File: src/rtl/octled_pkg.sv
// Shared definitions for the 7-segment display bus arbiter: FSM encoding,
// display register window and bus word width.
package octled_pkg;

    localparam int WORD_W = 32;

    localparam logic [WORD_W-1:0] WIN_LO = 32'h0000_7f38;
    localparam logic [WORD_W-1:0] WIN_HI = 32'h0000_7f3f;

    typedef enum logic [1:0] {
        ST_IDLE   = 2'd0,
        ST_ACCESS = 2'd1,
        ST_DONE   = 2'd2
    } state_t;

    function automatic logic in_window(input logic [WORD_W-1:0] addr,
                                       input logic [WORD_W-1:0] lo,
                                       input logic [WORD_W-1:0] hi);
        return (addr >= lo) && (addr <= hi);
    endfunction

endpackage

File: src/rtl/octled_bus_arbiter_rr_arb2.sv
// Combinational two-way round-robin picker: a lone request wins outright,
// simultaneous requests are settled by rr_ptr.
module rr_arb2 (
    input  logic [1:0] req,
    input  logic       rr_ptr,
    output logic       gnt_valid,
    output logic       gnt_idx
);

    // Pick the winning requester index.
    always_comb begin
        gnt_valid = 1'b0;
        gnt_idx   = 1'b0;
        case (req)
            2'b01: begin
                gnt_valid = 1'b1;
                gnt_idx   = 1'b0;
            end
            2'b10: begin
                gnt_valid = 1'b1;
                gnt_idx   = 1'b1;
            end
            2'b11: begin
                gnt_valid = 1'b1;
                gnt_idx   = rr_ptr;
            end
            default: begin
                gnt_valid = 1'b0;
                gnt_idx   = 1'b0;
            end
        endcase
    end

endmodule

File: src/rtl/octled_bus_arbiter.sv
// Serialises two requesters onto the display peripheral register port
// with round-robin arbitration; one access every three cycles.
module octled_bus_arbiter
    import octled_pkg::*;
#(
    parameter logic [WORD_W-1:0] ADDR_LO = WIN_LO,
    parameter logic [WORD_W-1:0] ADDR_HI = WIN_HI
) (
    input  logic              clk,
    input  logic              clr_n,
    input  logic              r0_req,
    input  logic              r0_we,
    input  logic [WORD_W-1:0] r0_addr,
    input  logic [WORD_W-1:0] r0_wd,
    output logic              r0_ack,
    output logic              r0_err,
    input  logic              r1_req,
    input  logic              r1_we,
    input  logic [WORD_W-1:0] r1_addr,
    input  logic [WORD_W-1:0] r1_wd,
    output logic              r1_ack,
    output logic              r1_err,
    output logic [WORD_W-1:0] rdata,
    output logic              owner,
    output logic              t_we,
    output logic [WORD_W-1:0] t_addr,
    output logic [WORD_W-1:0] t_wd,
    input  logic [WORD_W-1:0] t_rd
);

    state_t            r_state;
    logic              r_rr_ptr;
    logic              r_we;
    logic              r_in_range;

    logic              w_gnt_valid;
    logic              w_gnt_idx;
    logic              w_sel_we;
    logic [WORD_W-1:0] w_sel_addr;
    logic [WORD_W-1:0] w_sel_wd;
    logic              w_sel_in_range;

    rr_arb2 u_arb (
        .req       ({r1_req, r0_req}),
        .rr_ptr    (r_rr_ptr),
        .gnt_valid (w_gnt_valid),
        .gnt_idx   (w_gnt_idx)
    );

    assign w_sel_we       = w_gnt_idx ? r1_we   : r0_we;
    assign w_sel_addr     = w_gnt_idx ? r1_addr : r0_addr;
    assign w_sel_wd       = w_gnt_idx ? r1_wd   : r0_wd;
    assign w_sel_in_range = in_window(w_sel_addr, ADDR_LO, ADDR_HI);

    // Access FSM; peripheral strobes are registered at grant so they appear in ACCESS.
    always_ff @(posedge clk or negedge clr_n) begin
        if (!clr_n) begin
            r_state    <= ST_IDLE;
            r_rr_ptr   <= 1'b0;
            r_we       <= 1'b0;
            r_in_range <= 1'b0;
            owner      <= 1'b0;
            t_we       <= 1'b0;
            t_addr     <= {WORD_W{1'b0}};
            t_wd       <= {WORD_W{1'b0}};
            rdata      <= {WORD_W{1'b0}};
            r0_ack     <= 1'b0;
            r0_err     <= 1'b0;
            r1_ack     <= 1'b0;
            r1_err     <= 1'b0;
        end else begin
            case (r_state)
                ST_IDLE: begin
                    r0_ack <= 1'b0;
                    r0_err <= 1'b0;
                    r1_ack <= 1'b0;
                    r1_err <= 1'b0;
                    if (w_gnt_valid) begin
                        owner      <= w_gnt_idx;
                        r_we       <= w_sel_we;
                        r_in_range <= w_sel_in_range;
                        t_we       <= w_sel_we & w_sel_in_range;
                        t_addr     <= w_sel_in_range ? w_sel_addr : {WORD_W{1'b0}};
                        t_wd       <= w_sel_wd;
                        r_state    <= ST_ACCESS;
                    end else begin
                        t_we       <= 1'b0;
                    end
                end
                ST_ACCESS: begin
                    t_we <= 1'b0;
                    // Out-of-window reads return zero rather than whatever t_rd shows.
                    if (!r_we) begin
                        rdata <= r_in_range ? t_rd : {WORD_W{1'b0}};
                    end
                    r0_ack  <= ~owner;
                    r1_ack  <= owner;
                    r0_err  <= ~owner & ~r_in_range;
                    r1_err  <= owner & ~r_in_range;
                    r_state <= ST_DONE;
                end
                ST_DONE: begin
                    t_we     <= 1'b0;
                    r0_ack   <= 1'b0;
                    r0_err   <= 1'b0;
                    r1_ack   <= 1'b0;
                    r1_err   <= 1'b0;
                    r_rr_ptr <= ~owner;
                    r_state  <= ST_IDLE;
                end
                default: begin
                    t_we    <= 1'b0;
                    r0_ack  <= 1'b0;
                    r0_err  <= 1'b0;
                    r1_ack  <= 1'b0;
                    r1_err  <= 1'b0;
                    r_state <= ST_IDLE;
                end
            endcase
        end
    end

endmodule
File: config.mk
export PLATFORM = sky130hd
export DESIGN_NAME = octled_bus_arbiter
export DESIGN_NICKNAME = d
export VERILOG_FILES = /design/src/rtl/octled_pkg.sv /design/src/rtl/octled_bus_arbiter_rr_arb2.sv /design/src/rtl/octled_bus_arbiter.sv
export SDC_FILE = /design/constraint.sdc
export NUM_CORES = 1
export LEC_CHECK = 0
export CORE_MARGIN = 8
export CORE_UTILIZATION = 34
export CTS_BUF_LIST = sky130_fd_sc_hd__clkbuf_16
export CTS_CLUSTER_DIAMETER = 60
export DETAILED_ROUTE_END_ITERATION = 10
export HOLD_SLACK_MARGIN = 0.15
export PLACE_DENSITY = 0.78
export SLEW_MARGIN = 30
export SYNTH_ARGS = -nofsm -noshare
export SYNTH_HDL_FRONTEND = slang
export SYNTH_SLANG_ARGS = --single-unit
File: constraint.sdc
create_clock -name clk -period 1.65 [get_ports clk]
set_input_delay 0.165 -clock clk [delete_from_list [all_inputs] [get_ports clk]]
set_output_delay 0.165 -clock clk [all_outputs]
set_load 0.005 [all_outputs]
**Word level (Yosys, flattened, before mapping)**

Cells that the tools add are included.

- Order comparisons: 2
- Eq/ne operators: 6
- Mux-type cells: 15
- Bitwise gates (word level): 6
- Reduce and logical (&&, ||, !) cells: 5

Operators with widths:

| operator | number |
|---|---|
| $mux 32 | 4 |
| $ge 32x15->1 const B | 1 |
| $le 32x15->1 const B | 1 |
| $mux 1 | 8 |
| $eq 2x2->1 const B | 3 |
| $eq 2x1->1 const B | 2 |
| $pmux 2 s2 | 1 |
| $reduce_and 2->1 | 2 |
| $and 1x1->1 | 3 |
| $not 1->1 | 3 |
| $reduce_or 3->1 | 1 |
| $logic_not 2->1 | 1 |
| $mux 2 | 1 |
| $ne 2x1->1 const B | 1 |
| $pmux 1 s2 | 1 |
| $logic_and 1x1->1 | 1 |

- Register bits: 107
- Input port bits: 166
- Output and inout bits: 102
- Word-level logic and storage cells: 47

**Logic depth before layout (Yosys ltp)**

- Depth after elaboration: 8
- Mapped depth: 8
- Gate-level depth less buffers: 6

**Modules after synthesis**

From an unflattened synthesis, not the netlist that was laid out.

- Cell total of the unflattened synthesis: 427
- Area total of the unflattened synthesis: 4,435.5 µm²

By module, submodules not included:

| module | instances | cells an instance | area each (µm²) | seq. area each (µm²) |
|---|---|---|---|---|
| octled_bus_arbiter | 1 | 424 | 4,418.0 | 2,677.6 |
| rr_arb2 | 1 | 3 | 17.5 | 0.0 |

**Worst setup path before layout**

OpenSTA, ideal clock, no wires.

- Path type: in2reg
- From: input port r1_addr[30]
- To: register t_addr[10]
- Setup time: 0.063 ns
- Data arrival time: 1.626 ns
- Setup slack: -0.039 ns
- Stages on the path: 5
- Path through: or4_1 -> or4_4 -> a2bb2oi_4 -> buf_6 -> a21o_2

- Cells in the longest elaborated chain, start to end: 4
- Elaborated cells between the ends (all ways): 5

RTL lines:

| element | RTL line | RTL |
|---|---|---|
| start: declaration | octled_bus_arbiter.sv:19 | `input logic [WORD_W-1:0] r1_addr,` |
| $mux 32 * | octled_bus_arbiter.sv:51 | `assign w_sel_addr = w_gnt_idx ? r1_addr : r0_addr;` |
| $ge 32x15->1 or $le 32x15->1 (tied branches) | octled_pkg.sv:19 | `return (addr >= lo) && (addr <= hi);` |
| $logic_and 1x1->1 * | octled_pkg.sv:19 |  |
| $mux 32 * | octled_bus_arbiter.sv:83 | `t_addr <= w_sel_in_range ? w_sel_addr : {WORD_W{1'b0}};` |
| end signal: assignment | octled_bus_arbiter.sv:64 | `t_addr <= {WORD_W{1'b0}};` |
| end signal: assignment | octled_bus_arbiter.sv:83 |  |
| end: declaration | octled_bus_arbiter.sv:26 | `output logic [WORD_W-1:0] t_addr,` |

Mark *: on every way between the ends. The rest lies on a longest branch, timed or not.
A chain may end at the register's enable or synchronous reset.

**Worst setup path after layout**

- From: input port r1_addr[19]
- To: register t_addr[0]

The elaborated chain is that of the path after synthesis.

==> results by group <==
Synth
  – Top cell type's share of synthesized area: 61.30%
  – Post-synth EDFFs: 0
  – Area contributors post-synth: dfrtp_1 61%, nand2_1 8.9%, o21ai_0 7.8%
  – Count of mapped cells out of synthesis: 408
  – Portion of the post-synthesis area used by sequential elements: 61.30%
  – Netlist Area Pre-Place: 4368 µm²
  – Synthesis Warnings: 0
  – Post-synthesis register bit count: 107
  – Count of unique library cells instantiated by Yosys: 28
  – Average instance area after synthesis: 10.71 µm²
  – Net Count, Synth: 574
  – Post-synth top flop: dfrtp_1
  – Async set or reset register ratio after synthesis: 100.0%
  – Cell taking the most area after synthesis: dfrtp_1

Pwr
  – Power per standard cell area: 1079 nW/µm²
  – Sw frac: 30.43%
  – Register share of total power: 40.2%
  – Part of the total power dissipated in the clock network: 21.7%
  – Switching power: 0.002554 W
  – Leakage power total: 3.463 nW
  – Logic gate share of total power: 38.0%
  – Max VDD drop: 0.7246 mV
  – Total Power Consumption: 0.008395 W
  – Int Power: 0.005841 W

Setup path
  – CP Class: input port to flip-flop
  – Worst path required time: 1.92 ns
  – Maximum net fanout on the critical path: 8
  – Startpoint type of the worst setup path: input port
  – Worst Setup End Kind: flip-flop
  – Critical Path AT: 1.99 ns
  – Register-to-register setup slack: 0 ns

Layout
  – Count of placed standard cells in the final layout, fillers left out: 862
  – Filler Cells Inserted: 1047
  – Layout cells sized above 1: 9.565%
  – Syn-to-layout area delta: 78.14%
  – Count of nets after finishing: 852
  – Number of antenna repair diodes: 0

Global routing
  – Largest net degree at the start of global routing: 108
  – First-pass GRT wire length: 23.56 mm
  – Global-route congestion overflow total: 0
  – Global router's overall resource usage: 18.19%
  – Vias in the first global route: 4373
  – Number of antenna violations at the first check in global routing: 0

Drt
  – Number of remaining DRC errors: 0
  – Vias after detailed routing: 4002
  – Detailed Routing Iterations Pass 1: 4
  – Violation count after the first detailed-routing iteration: 208
  – Via/cell ratio: 4.643
  – Antenna-violating nets left: 0
  – Routed wire length: 15.27 mm
  – Post-detailed-route wirelength per cell: 17.72 µm

Placement
  – Count of buffers inserted at the top-level ports: 267
  – Placed wire-length estimate after detailed placement: 12.14 mm
  – Dpl cells: 842
  – Routability congestion estimate from global placement: 0.7978

Timing
  – Hold Slack: 0.3960 ns
  – Worst slew slack as a fraction of its limit: 62.52%
  – Peak clock frequency supported by timing: 579.0 MHz
  – Worst-Margin Slew: 0.5621 ns
  – Pins over their slew limit: 0
  – Worst clock skew: 0.006412 ns
  – Final period utilization: 104.7%
  – Post-route minimum period: 1.727 ns
  – Post-route worst setup slack: -0.07708 ns
  – RSZ-0062 raised after global routing: true
  – Count of final hold-check violations: 0
  – Setup-violating endpoint count in the final report: 15
  – Fin Setup TNS: -0.6434 ns

Clocking
  – Num Clock Sinks: 107
  – CTS tree: done
  – H-tree levels: 3
  – Clock transition time at the flip-flop clock pins of the worst setup and hold paths: 0.07 ns
  – Clock latency of the later-clocked register in the worst-skew pair: 0.33 ns
  – Number of buffers created by CTS: 9
  – Root buf cell: clkbuf_16
  – Maximum clock insertion buffer count: 2

Floorplan
  – Die span in x: 129.3 µm
  – Number of top-level design ports: 268
  – Area enclosed by the die boundary: 16730 µm²
  – Chip Height: 129.3 µm
  – Num rows: 41
  – Core area: 12570 µm²
  – Initial standard-cell utilization of the core: 34.75%

Job
  – Count of max-cap constraint violations: 0

Outcome
  – Status: complete, but fails checks
  – Violations in the final reports: setup timing

Min path
  – Hold/Removal Path Class: input port to flip-flop
[stage by stage]
stage	area (µm²)	setup slack, ns	utilization [%]
finish	7781	-0.07708	61.91
global route	7781	-0.1206	61.91
global placement	7383	-0.4468	58.75
floorplan	4368	0.05275	-
detailed placement	7383	-0.4645	58.75
CTS	7742	-0.07828	61.60
[what timing repair did]
item | CTS | global route
hold endpoints to repair | 107 | 0
pin swaps | 13 | 10
gates cloned | 1 | 1
hold buffers | 1 | 0
buffers inserted | 3 | 0
endpoints found under the setup margin | 15 | 17
resized for setup | 25 | 8
[worst max-delay path, cell delays in order]
cell	delay, ns
dlygate4sd2_1	0.22
or4_1	0.54
or4_4	0.57
a2bb2oi_4	0.21
buf_12	0.15
a22o_1	0.13
[Yosys cell counts, drive strengths merged (3+ instances only)]
cell type / number
a22o: 3
and2: 20
buf: 6
mux2: 3
nand4: 3
nor4: 5
dfrtp: 107
o21ai: 68
clkbuf: 21
nand2b: 5
nand2: 104
nor4b: 3
mux2i: 33
or4: 4
a21o: 11
[kinds of logic after synthesis]
group	after synthesis	synth area share, %
AO/OA/AOI/OAI	83	11.17
buffers and inverters	29	2.779
flip-flops	107	61.30
multiplexers	36	8.336
AND/OR/NAND/NOR	153	16.41
[sequential cells by signal, summed over array words and instances (netlist names)]
register    count
rdata          32
t_addr         32
t_wd           32
r_state         2
owner           1
r0_ack          1
r0_err          1
r1_ack          1
r1_err          1
r_in_range      1
r_rr_ptr        1
r_we            1
t_we            1
[layer usage]
layer / track usage, % / part of all wire (%) / vias up
met3: 6.245 / 9.1 / 18
li1: - / - / 1930
met2: 31.31 / 51 / 146
met1: 20.61 / 38 / 1908
met4: 6.220 / 1.8 / 0
met5: 0 / 0 / -
[path summary, 6_finish.rpt]
path                              from  cells past startpoint    endpoint
setup reg to reg              r_rr_ptr                      6   t_addr[0]
max in group asynchronous        clr_n                      3   t_addr[8]
hold reg to reg                t_wd[6]                      2     t_wd[6]
hold / removal                t_rd[28]                      3   rdata[28]
min in group asynchronous        clr_n                      3  t_addr[25]
setup / recovery           r1_addr[19]                      6   t_addr[0]
[placed cells by master, fill, tap and decap left out, types with 2 or more instances in the layout]
| master | instances |
|---|---|
| nor4_1 | 3 |
| a21o_2 | 7 |
| nand4_1 | 3 |
| clkdlybuf4s50_1 | 251 |
| o21ai_0 | 67 |
| or4_4 | 3 |
| dfrtp_1 | 107 |
| dlygate4sd2_1 | 13 |
| a22o_1 | 3 |
| mux2_2 | 3 |
| clkinv_1 | 3 |
| nand2_1 | 103 |
| and2_1 | 20 |
| mux2i_1 | 33 |
| buf_4 | 20 |
| a21o_4 | 3 |
| nand2b_1 | 3 |
| buf_12 | 6 |
| inv_1 | 3 |
| clkbuf_16 | 10 |
| clkinv_2 | 2 |
| nor4b_1 | 2 |
[power groups by stage]
stage               logic, W  registers, W  clock network (W)
floorplan            0.00108       0.00343                  0
global placement     0.00300       0.00340                  0
detailed placement   0.00308       0.00342                  0
CTS                  0.00316       0.00338            0.00191
global route         0.00350       0.00343            0.00204
finish               0.00319       0.00338            0.00182
[layout make-up]
cell class              instances  area, µm²  share of cell area (%)
flip-flops and latches        107       2678                   34.41
multi-input cells             272       1677                   21.55
clock inverters                 6      25.02                  0.3216
well taps                     172      215.2                   2.766
inverters                       2      7.507                 0.09648
clock buffers                   9      225.2                   2.894
repair buffers                294       2954                   37.96
(Power assumes the default switching activity.)
